### src/rtl/obi_req_delay_line.sv
// OBI request-channel delay line: 0..NDELAY run-time selectable register stages,
// each with full-rate req/gnt backpressure, plus occupancy and synchronous flush.

package obi_pkg;
  typedef struct packed {
    logic        req;
    logic        we;
    logic [3:0]  be;
    logic [31:0] addr;
    logic [31:0] wdata;
  } obi_req_t;
endpackage

module obi_req_delay_line
  import obi_pkg::*;
#(
  parameter int unsigned NDELAY = 2,
  // Derived width; leave at its default.
  parameter int unsigned DW     = $clog2(NDELAY + 1)
) (
  input  logic          clk_i,
  input  logic          rst_ni,
  input  logic          clear_pipeline_i,
  input  logic [DW-1:0] delay_sel_i,
  input  obi_req_t      core_instr_req_i,
  output logic          core_instr_resp_gnt_o,
  output obi_req_t      core_instr_req_o,
  input  logic          core_instr_resp_gnt_i,
  output logic [DW-1:0] count_o,
  output logic          empty_o
);

  logic [DW-1:0]     delay_q;
  logic [DW-1:0]     entry;
  logic [DW-1:0]     delay_sat;
  logic [DW-1:0]     count_q;
  logic              passthru;
  logic              load_delay;
  logic [NDELAY-1:0] valid_q;
  logic [NDELAY-1:0] valid_d;
  logic [NDELAY-1:0] in_v;
  logic [NDELAY:0]   rdy;
  obi_req_t          data_q [NDELAY];
  obi_req_t          data_d [NDELAY];
  obi_req_t          in_p   [NDELAY];

  function automatic logic [DW-1:0] popcount(input logic [NDELAY-1:0] v);
    logic [DW-1:0] n;
    n = '0;
    for (int i = 0; i < NDELAY; i++) n = n + DW'(v[i]);
    return n;
  endfunction

  // Stages below the entry stage are bypassed; the active ones form the tail.
  assign entry     = DW'(NDELAY) - delay_q;
  assign passthru  = (delay_q == '0);
  assign delay_sat = (delay_sel_i > DW'(NDELAY)) ? DW'(NDELAY) : delay_sel_i;
  // Depth may only change when nothing is in flight, so ordering is never disturbed.
  assign load_delay = clear_pipeline_i | (empty_o & ~core_instr_req_i.req);

  always_comb begin
    rdy[NDELAY] = core_instr_resp_gnt_i;
    for (int k = NDELAY - 1; k >= 0; k--) rdy[k] = ~valid_q[k] | rdy[k+1];
  end

  // In passthrough there is no storage to flush, so the grant follows the bus directly.
  assign core_instr_resp_gnt_o = passthru ? core_instr_resp_gnt_i
                                          : (rdy[entry] & ~clear_pipeline_i);

  for (genvar k = 0; k < NDELAY; k++) begin : g_stage_in
    if (k == 0) begin : g_first
      assign in_v[k] = core_instr_req_i.req;
      assign in_p[k] = core_instr_req_i;
    end else begin : g_chain
      assign in_v[k] = (entry == DW'(k)) ? core_instr_req_i.req : valid_q[k-1];
      assign in_p[k] = (entry == DW'(k)) ? core_instr_req_i     : data_q[k-1];
    end
  end

  always_comb begin
    // NOTE: every output gets a default first so no path leaves it unassigned (no latch).
    valid_d = valid_q;
    data_d  = data_q;
    for (int k = 0; k < NDELAY; k++) begin
      if (clear_pipeline_i || DW'(k) < entry) begin
        valid_d[k] = 1'b0;
      end else if (rdy[k]) begin
        valid_d[k] = in_v[k];
        if (in_v[k]) data_d[k] = in_p[k];
      end
    end
  end

  always_ff @(posedge clk_i) begin
    if (!rst_ni) begin
      // NOTE: state uses non-blocking assignments so all stages shift on the same edge.
      valid_q <= '0;
      count_q <= '0;
      delay_q <= DW'(NDELAY);
      // NOTE: the payload array is reset as well, so the bus sees all-zero fields after reset.
      for (int k = 0; k < NDELAY; k++) data_q[k] <= '0;
    end else begin
      valid_q <= valid_d;
      data_q  <= data_d;
      count_q <= popcount(valid_d);
      if (load_delay) delay_q <= delay_sat;
    end
  end

  always_comb begin
    core_instr_req_o     = data_q[NDELAY-1];
    core_instr_req_o.req = valid_q[NDELAY-1];
    if (passthru) core_instr_req_o = core_instr_req_i;
  end

  assign count_o = count_q;
  assign empty_o = (count_q == '0);

endmodule
### config.mk
export PLATFORM = sky130hd
export DESIGN_NAME = obi_req_delay_line
export DESIGN_NICKNAME = d
export VERILOG_FILES = /design/src/rtl/obi_req_delay_line.sv
export SDC_FILE = /design/constraint.sdc
export NUM_CORES = 1
export LEC_CHECK = 0
export CAP_MARGIN = 25
export CORE_AREA = 2 2 137 106
export DETAILED_ROUTE_END_ITERATION = 12
export DIE_AREA = 0 0 139 108
export GPL_TIMING_DRIVEN = 0
export PLACE_DENSITY = 0.83
export SLEW_MARGIN = 20
export SYNTH_ARGS = -nofsm -noshare
export SYNTH_HDL_FRONTEND = slang
export SYNTH_SLANG_ARGS = --single-unit
### constraint.sdc
create_clock -name clk_i -period 2.94 [get_ports clk_i]
set_clock_uncertainty 0.15 [all_clocks]
set_input_delay 0.441 -clock clk_i [delete_from_list [all_inputs] [get_ports clk_i]]
set_output_delay 0.441 -clock clk_i [all_outputs]
set_load 0.02 [all_outputs]
==> results of run 1 <==
[state kept, by name, indices dropped and copies added, names as in the netlist]
name     flops
delay_q      2
valid_q      2
count_o      2
data_q     138
[final cells by class]
class | count | area share [%]
sequential | 144 | 29.6
timing repair buffer | 148 | 15.4
multi-input combinational | 584 | 43.3
buffer | 62 | 3.16
inverter | 2 | 0.0772
tap | 175 | 2.25
clock inverter | 11 | 1.70
clock buffer | 20 | 4.49
[power by group through the flow]
stage               combinational [mW]  sequential, mW  clock (mW)
finish                           0.768            2.03        2.23
CTS                              0.769            2.03        2.24
global route                     0.823            2.04        2.32
detailed placement               0.753            2.08           0
floorplan                        0.437            2.07           0
global placement                 0.745            2.07           0
[layout by cell type, fill, tap and decap left out]
cell type	instances
a21oi_1	3
clkbuf_1	41
mux2_2	139
inv_1	2
clkinv_2	4
bufinv_16	4
or3_1	1
ha_1	3
buf_4	2
nor4bb_1	1
ha_4	1
clkinvlp_4	1
nor2_1	5
nor3_1	1
dlymetal6s2s_1	7
and2_1	3
dfxtp_1	144
buf_2	14
clkbuf_8	2
o21ai_0	2
nand2_1	277
o31ai_1	1
nor2b_1	1
mux2i_1	140
clkinv_4	2
nor3b_1	1
nand3b_1	2
o311ai_0	1
clkbuf_16	17
clkbuf_4	4
buf_6	2
clkdlybuf4s50_1	141
nand2b_1	2
[worst max-delay path, stage by stage, from the launching register on]
cell and delay, ps:
dfxtp_1 340, inv_1 130, ha_4 250, clkbuf_4 270
mux2_2 380, clkdlybuf4s50_1 540
[per-stage QoR]
stage / area (sq um) / instances
finish: 9730 / 1146
global route: 9730 / 1146
CTS: 9710 / 1146
detailed placement: 9060 / 1116
global placement: 9060 / 1116
floorplan: 7360 / 793
[layer usage]
layer  global-route usage (%)  vias up  routed length, microns
li1                         -     2988                       -
met5                        0        -                       0
met3                     4.47       19                    1090
met1                     34.0     2878                    8790
met4                     7.29        0                     253
met2                     37.2      170                    7950
[how the worst max path moves through the flow]
stage                           from                     to  cells past startpoint
after floorplan           delay_q[0]  core_instr_resp_gnt_o                      5
after global placement    delay_q[0]   core_instr_req_o[50]                      6
after detailed placement  delay_q[0]   core_instr_req_o[58]                      6
after CTS                 delay_q[0]    core_instr_req_o[5]                      5
after global routing      delay_q[0]   core_instr_req_o[28]                      5
final                     delay_q[0]   core_instr_req_o[31]                      5
[kinds of logic (layout without fill, tap and decap cells)]
logic type                 after synthesis  after routing
DFF                                    144            144
and+or+nand+nor                        294            294
buffers and inverters                   65            243
muxes                                  279            279
adders and majority gates                4              4
AOI/OAI and AO/OA                        7              7
==> impl_metrics.json, run 1 <==
{
  "fin_nets": 1039,
  "syn2layout_area_growth_pct": 32.2,
  "initial_core_util_pct": 54.5,
  "worst_pin_slew_ps": 622,
  "setup_viol": 0,
  "post_cts_buffers": 0,
  "avgRoutedWirePerCell_microns": 15.8,
  "regArea_sq_um": 2880,
  "min_to": "data_q[83]",
  "vdd_drop_max_mv": 0.409,
  "synthSimpleGateAreaFrac_pct": 15.5,
  "worst_slack_ps": 29.8,
  "num_rows": 37,
  "synth_edf_count": 0,
  "root_buffer": "clkbuf_16",
  "pwr-share-clk_pct": 44.3,
  "place_congestion": 0.802,
  "num_io_pins": 150,
  "hold_start": "data_q[83]",
  "syn_area_per_cell_sq_um": 9.28,
  "htreeDepth": 4,
  "total_power_mw": 5.03,
  "vias": 6055,
  "fmax_ghz": 0.344,
  "rsz0062_at_grt": "yes",
  "p_sw_share_pct": 24.3,
  "synthAdderAreaFrac_pct": 0.680,
  "muxShareOfSynthArea_pct": 40.3,
  "synth-xor-area-share_pct": 0,
  "final_layout_size_suffix_gt1_share_pct": 19.8,
  "wl_mm": 18.1,
  "place_ws_ps": -256,
  "synth_top_cells_by_area": "dfxtp_1 (39%), mux2_2 (21%), mux2i_1 (19%)",
  "port_buffers": 148,
  "synth_cell_types": 23,
  "hold_path.class": "flip-flop to flip-flop",
  "via_per_inst": 5.28,
  "reg2regPathDepth": 8,
  "dp_hpwl_mm": 12.7,
  "status": "finished clean",
  "synth_nets": 873,
  "r2r_start": "delay_q[1]",
  "insertion_delay_ps": 410,
  "final_util_pct": 72.0,
  "pwr-share-seq_pct": 40.4,
  "n_fill_cell": 1028,
  "power.leakage_nw": 4.24,
  "antenna_found_initial": 0,
  "synth_cells": 793,
  "track_usage_pct": 23.9,
  "grt_pass1_wl_mm": 28.9,
  "ys_ff_latch": 144,
  "postCtsHoldBufs": 0,
  "fin_crit_ps": 2910,
  "drcViolationCount": 0,
  "required_ps": 2350,
  "clk_pin_slew_ps": 60,
  "synth_warnings": 0,
  "synthFlopType": "dfxtp_1",
  "fin_crit_sh_pct": 99.0,
  "die_x_microns": 139,
  "slew_headroom_pct": 58.5,
  "regToRegSetupSlack_ps": 540,
  "synth_area_sq_um": 7360,
  "clk_path_buf_depth": 2,
  "holdPathStages": 2,
  "holdWs_ps": 303,
  "globalRouteOverflowTotal": 0,
  "p_switching_mw": 1.22,
  "n_antenna_cell": 0,
  "cp-start-kind": "flip-flop",
  "async_flop_share_pct": 0,
  "cts_sinks": 144,
  "cts_resized": 17,
  "path_max_fanout": 10,
  "p_int_mw": 3.81,
  "critPathKind": "flip-flop to output pin",
  "drt_iter0_drc": 308,
  "ys_seq_area_share_pct": 39.2,
  "cap_violations": 0,
  "setup_tns_ps": 0,
  "r2r_end": "data_q[36]",
  "worstPathArrival_ps": 2320,
  "grt_max_degree": 17,
  "cellPowerDensity_nw_per_um2": 517,
  "end_kind": "output pin",
  "final-hold-violation-count": 0,
  "numCtsBuffers": 17,
  "synth_compound_gate_area_share_pct": 0.561,
  "coreArea_sq_um": 13500,
  "synth_top_area_cell": "dfxtp_1",
  "multi_input_area_sq_um": 4210,
  "finalMaxSlewViolations": 0,
  "grt_pass1_vias": 5725,
  "synth_top_family_by_area": "multiplexers",
  "tritoncts": "yes",
  "fp.dieH_microns": 108,
  "netlist.area_leader.share_pct": 39.2,
  "antenna_left": 0,
  "ys_top_cells_by_count": "nand2_1 (277), dfxtp_1 (144), mux2i_1 (140)",
  "comb_power_share_pct": 15.3,
  "firstDrtPassIters": 4,
  "die_area_sq_um": 15000,
  "synth.most_common_cell": "nand2_1"
}
Note: power is estimated with default switching activity, not from simulation.
==> run 2, diff against run 1 <==
- CORE_AREA: 2 2 137 106 -> 2 2 141 109
- DIE_AREA: 0 0 139 108 -> 0 0 143 111
- PLACE_DENSITY: 0.83 -> 0.79
- clock period: 2.94 -> 2.72 ns (I/O delays scaled with it)
==> run 2 against run 1 <==
Die area rose by 5.7%. Global-route usage is 0.81 points lower. Total power is 8.7% higher. Design area increased by 0.49%. First-iteration DRC count is 24% lower. Routed wire length rose by 1.4%. Cell count is 3.1% higher. Critical endpoint is now core_instr_req_o[41]. Utilization decreased by 5.4 points. Via count down 1.1%. Critical path depth is 1 higher. Sequential cell count unchanged. Hold slack improved by 2.2 ps.
==> impl_metrics.json, run 2 (synthesis gave the netlist of run 1 again) <==
{
  "r2r_end": "data_q[51]",
  "coreArea_sq_um": 14700,
  "reg2regPathDepth": 8,
  "fmax_ghz": 0.378,
  "placed_cell_area_sq_um": 9100,
  "cp.depth": 6,
  "largest_register_ffs": 138,
  "fin_crit_ps": 2640,
  "cellPowerDensity_nw_per_um2": 559,
  "wl_mm": 18.3,
  "globalRouteOverflowTotal": 0,
  "final_layout_size_suffix_gt1_share_pct": 20.5,
  "numPlacedInstances": 1146,
  "cpMaxStageDelayCell": "dfxtp_1",
  "firstDrtPassIters": 4,
  "rsz0062_at_grt": "no",
  "finalMaxSlewViolations": 0,
  "avgRoutedWirePerCell_microns": 15.5,
  "grt_pass1_vias": 5775,
  "worstPathCellList": "inv_2, ha_4, buf_4, clkbuf_8, mux2_2, dlygate4sd2_1",
  "antenna_found_initial": 0,
  "drt_iter0_drc": 233,
  "path_max_fanout": 10,
  "final_common_cell": "nand2_1",
  "num_io_pins": 150,
  "tritoncts": "yes",
  "insertion_delay_ps": 410,
  "status": "finished clean",
  "antenna_left": 0,
  "postCtsHoldBufs": 0,
  "worst_pin_slew_ps": 616,
  "r2r_start": "delay_q[1]",
  "cap_violations": 0,
  "port_buffers": 148,
  "die_x_microns": 143,
  "grt_max_degree": 17,
  "final_cell_mix": "nand2_1 (277), dfxtp_1 (144), mux2i_1 (140)",
  "syn2layout_area_growth_pct": 32.8,
  "dp_hpwl_mm": 12.6,
  "final_util_pct": 66.6,
  "critPathTopFamily": "buffers and inverters",
  "n_antenna_cell": 0,
  "num_rows": 39,
  "required_ps": 2160,
  "fin_crit_sh_pct": 97.2,
  "cp-start-kind": "flip-flop",
  "clk_pin_slew_ps": 60,
  "numCtsBuffers": 17,
  "stdcell_count": 1182,
  "cts_sinks": 144,
  "clk_path_buf_depth": 2,
  "htreeDepth": 4,
  "vias": 5987,
  "critPathCapture": "core_instr_req_o[41]",
  "slew_headroom_pct": 58.9,
  "regToRegSetupSlack_ps": 300,
  "critPathKind": "flip-flop to output pin",
  "fin_nets": 1044,
  "postLayoutCellArea_sq_um": 9780,
  "die_area_sq_um": 15900,
  "vdd_drop_max_mv": 0.446,
  "place_congestion": 0.793,
  "setup_viol": 0,
  "via_per_inst": 5.07,
  "worstPathArrival_ps": 2090,
  "top_register": "data_q",
  "root_buffer": "clkbuf_16",
  "critical_path_buf_inv_count": 4,
  "grt_pass1_wl_mm": 29.2,
  "hold_path.class": "flip-flop to flip-flop",
  "fp.dieH_microns": 111,
  "initial_core_util_pct": 50.1,
  "critPathMaxStageDelay_ps": 360,
  "end_kind": "output pin",
  "final-hold-violation-count": 0,
  "track_usage_pct": 23.1,
  "startpoint": "delay_q[0]",
  "drcViolationCount": 0,
  "power.leakage_nw": 4.61
}
## run 2: how the worst min path moves through the flow
| stage | startpoint | endpoint | slack (ps) | cells past startpoint |
|---|---|---|---|---|
| floorplan | data_q[100] | data_q[100] | 280 | 2 |
| global placement | data_q[132] | data_q[132] | 290 | 2 |
| detailed placement | data_q[70] | data_q[70] | 300 | 2 |
| CTS | rst_ni | data_q[70] | 300 | 3 |
| global route | data_q[136] | data_q[136] | 320 | 2 |
| finish | data_q[86] | data_q[86] | 300 | 2 |
## run 2: where the power goes
part           total (mW)  switching, mW  leakage (nW)  internal, mW
combinational       0.806          0.407          3.15         0.399
sequential           2.20         0.0300          1.17          2.17
clock                2.46          0.925         0.298          1.54
total                5.47           1.36          4.61          4.11
## run 2: final cells by class
| type | count | area (sq um) |
|---|---|---|
| clock buffers | 19 | 433 |
| multi-input cells | 584 | 4210 |
| clock inverters | 13 | 185 |
| fillers | 1207 | 4910 |
| flip-flops and latches | 144 | 2880 |
| repair buffers | 153 | 1480 |
| inverters | 2 | 7.51 |
| well taps | 205 | 256 |
| plain buffers | 62 | 320 |
## run 2: worst reg2reg max path: stages (launching register included)
cell and delay [ps]:
dfxtp_1 310, inv_1 130, ha_1 160, buf_2 220, mux2i_1 240, or3_1 120, clkbuf_1 370, buf_2 410
mux2i_1 250
## run 2: per-layer routing
layer / global-route usage, % / part of all wire, % / up-vias
li1: - / - / 3006
met1: 32.7 / 51 / 2817
met2: 35.9 / 44 / 142
met3: 4.79 / 4.5 / 22
met4: 6.01 / 1.3 / 0
met5: 0 / 0 / -
## run 2: repair_timing
action | CTS | global route
setup buffers | 2 | 3
gates resized for setup | 77 | 16
setup endpoints to repair | 71 | 34
hold endpoints to repair | 0 | 0
## run 2: stage by stage
| step | hold slack [ps] | setup slack (ps) | power [mW] | TNS (ps) |
|---|---|---|---|---|
| final | 305 | 75.8 | 5.47 | 0 |
| after global routing | 318 | 3.53 | 5.65 | 0 |
| after CTS | 302 | -122 | 5.49 | -1530 |
| after detailed placement | 296 | -524 | 3.06 | -24240 |
| after global placement | 290 | -519 | 3.05 | -24920 |
| after floorplan | 282 | 527 | 2.71 | 0 |
==> run 3, diff against run 2 <==
- CORE_AREA: 2 2 141 109 -> 2 2 137 106
- DIE_AREA: 0 0 143 111 -> 0 0 139 108
- PLACE_DENSITY: 0.79 -> 0.83
- clock period: 2.72 -> 3.4 ns (I/O delays scaled with it)
==> run 3 against run 2 <==
Cell count fell by 3.0%. Total power fell by 21%. Non-clock buffer count fell by 5. Clock-buffer cell count rose by 1. Sequential share of layout area rose by 0.32 points. Combinational power fell by 19%. Sequential power fell by 20%. Hold slack got worse by 1.1 ps. Die area fell by 5.4%. First-iteration DRC count rose by 36%. Clock power fell by 22%. Critical endpoint is now core_instr_req_o[68]. Largest cell class unchanged.
==> impl_metrics.json, run 3 (synthesis gave the netlist of run 1 again) <==
{
  "drt_iter0_drc": 318,
  "firstDrtPassIters": 5,
  "place_congestion": 0.802,
  "worst_pin_slew_ps": 612,
  "critPathTopFamily": "buffers and inverters",
  "status": "finished clean",
  "worstPathArrival_ps": 2610,
  "dp_hpwl_mm": 12.7,
  "fin_crit_ps": 3270,
  "fp.dieH_microns": 108,
  "drcViolationCount": 0,
  "antenna_found_initial": 0,
  "fin_crit_sh_pct": 96.1,
  "die_area_sq_um": 15000,
  "fmax_ghz": 0.306,
  "htreeDepth": 4,
  "globalRouteOverflowTotal": 0,
  "coreArea_sq_um": 13500,
  "avgRoutedWirePerCell_microns": 15.7,
  "worstPathCellList": "inv_1, ha_1, clkbuf_2, mux2_2, clkdlybuf4s50_1",
  "track_usage_pct": 23.8,
  "insertion_delay_ps": 410,
  "finalMaxSlewViolations": 0,
  "setup_tns_ps": 0,
  "port_buffers": 148,
  "cp-start-kind": "flip-flop",
  "total_power_mw": 4.34,
  "end_kind": "output pin",
  "critPathMaxStageDelay_ps": 540,
  "cellPowerDensity_nw_per_um2": 449,
  "numCtsBuffers": 17,
  "grt_max_degree": 17,
  "cts_sinks": 144,
  "initial_core_util_pct": 54.5,
  "cpMaxStageDelayCell": "clkdlybuf4s50_1",
  "required_ps": 2740,
  "antenna_left": 0,
  "setup_viol": 0,
  "syn2layout_area_growth_pct": 31.4,
  "critical_path_buf_inv_count": 3,
  "rsz0062_at_grt": "no",
  "clk_pin_slew_ps": 60,
  "n_antenna_cell": 0,
  "num_io_pins": 150,
  "die_x_microns": 139,
  "vdd_drop_max_mv": 0.361,
  "final_layout_size_suffix_gt1_share_pct": 19.7,
  "final-hold-violation-count": 0,
  "critPathKind": "flip-flop to output pin",
  "clk_path_buf_depth": 2,
  "post_cts_buffers": 0,
  "fin_nets": 1039,
  "path_max_fanout": 10,
  "power.leakage_nw": 4.13,
  "largest_register_ffs": 138,
  "slew_headroom_pct": 59.2,
  "tritoncts": "yes",
  "top_register": "data_q",
  "root_buffer": "clkbuf_16",
  "cap_violations": 0,
  "hold_path.class": "flip-flop to flip-flop",
  "via_per_inst": 5.26,
  "final_common_cell": "nand2_1",
  "num_rows": 37,
  "grt_pass1_vias": 5708,
  "wl_mm": 17.9,
  "final_cell_mix": "nand2_1 (277), clkdlybuf4s50_1 (148), dfxtp_1 (144)",
  "vias": 6028,
  "grt_pass1_wl_mm": 28.8
}
## run 3: power breakdown
group | leakage [nW] | internal (mW) | switching [mW]
logic | 2.67 | 0.333 | 0.323
clock network | 0.294 | 1.22 | 0.703
registers | 1.17 | 1.73 | 0.0247
## run 3: final cells by class
cell class	count	area, sq um
plain buffers	62	280
clock buffers	20	437
clock inverters	11	165
fillers	1034	3850
inverters	2	7.51
multi-input cells	584	4200
flip-flops and latches	144	2880
well taps	175	219
repair buffers	148	1480
## run 3: path summary, 6_finish.rpt
path	from	end	slack [ps]	depth (start not counted)
worst min-delay path	data_q[83]	data_q[83]	300	2
worst max register to register	delay_q[1]	data_q[36]	1040	8
worst min register to register	data_q[83]	data_q[83]	300	2
worst max-delay path	delay_q[0]	core_instr_req_o[68]	130	5
## run 3: per-stage QoR
step	hold WS [ps]	cell area, sq um	instances	utilization, %	setup slack (ps)
finish	304	9670	1146	71.5	132
global route	315	9670	1146	71.5	39.2
CTS	309	9670	1146	71.5	43.2
detailed placement	297	9060	1116	67.0	135
global placement	290	9060	1116	67.0	132
floorplan	282	7360	793	-	1100
## run 3: what timing repair did
item	CTS	global route
hold buffers	0	0
pin swaps	0	0
endpoints found under the setup margin	69	10
resized for setup	7	2
## run 3: layer usage
| layer | GRT usage, % | share of wire [%] | vias up | wire (microns) |
|---|---|---|---|---|
| met5 | 0 | 0 | - | 0 |
| met4 | 7.29 | 1.4 | 0 | 259 |
| met3 | 4.47 | 5.3 | 20 | 946 |
| met2 | 36.9 | 44 | 163 | 7850 |
| met1 | 34.0 | 50 | 2860 | 8890 |
| li1 | - | - | 2985 | - |
## run 3: tightest hold or removal path: stages, from the launching register on
cell     delay (ps)
dfxtp_1         310
nand2_1          50
mux2i_1          50
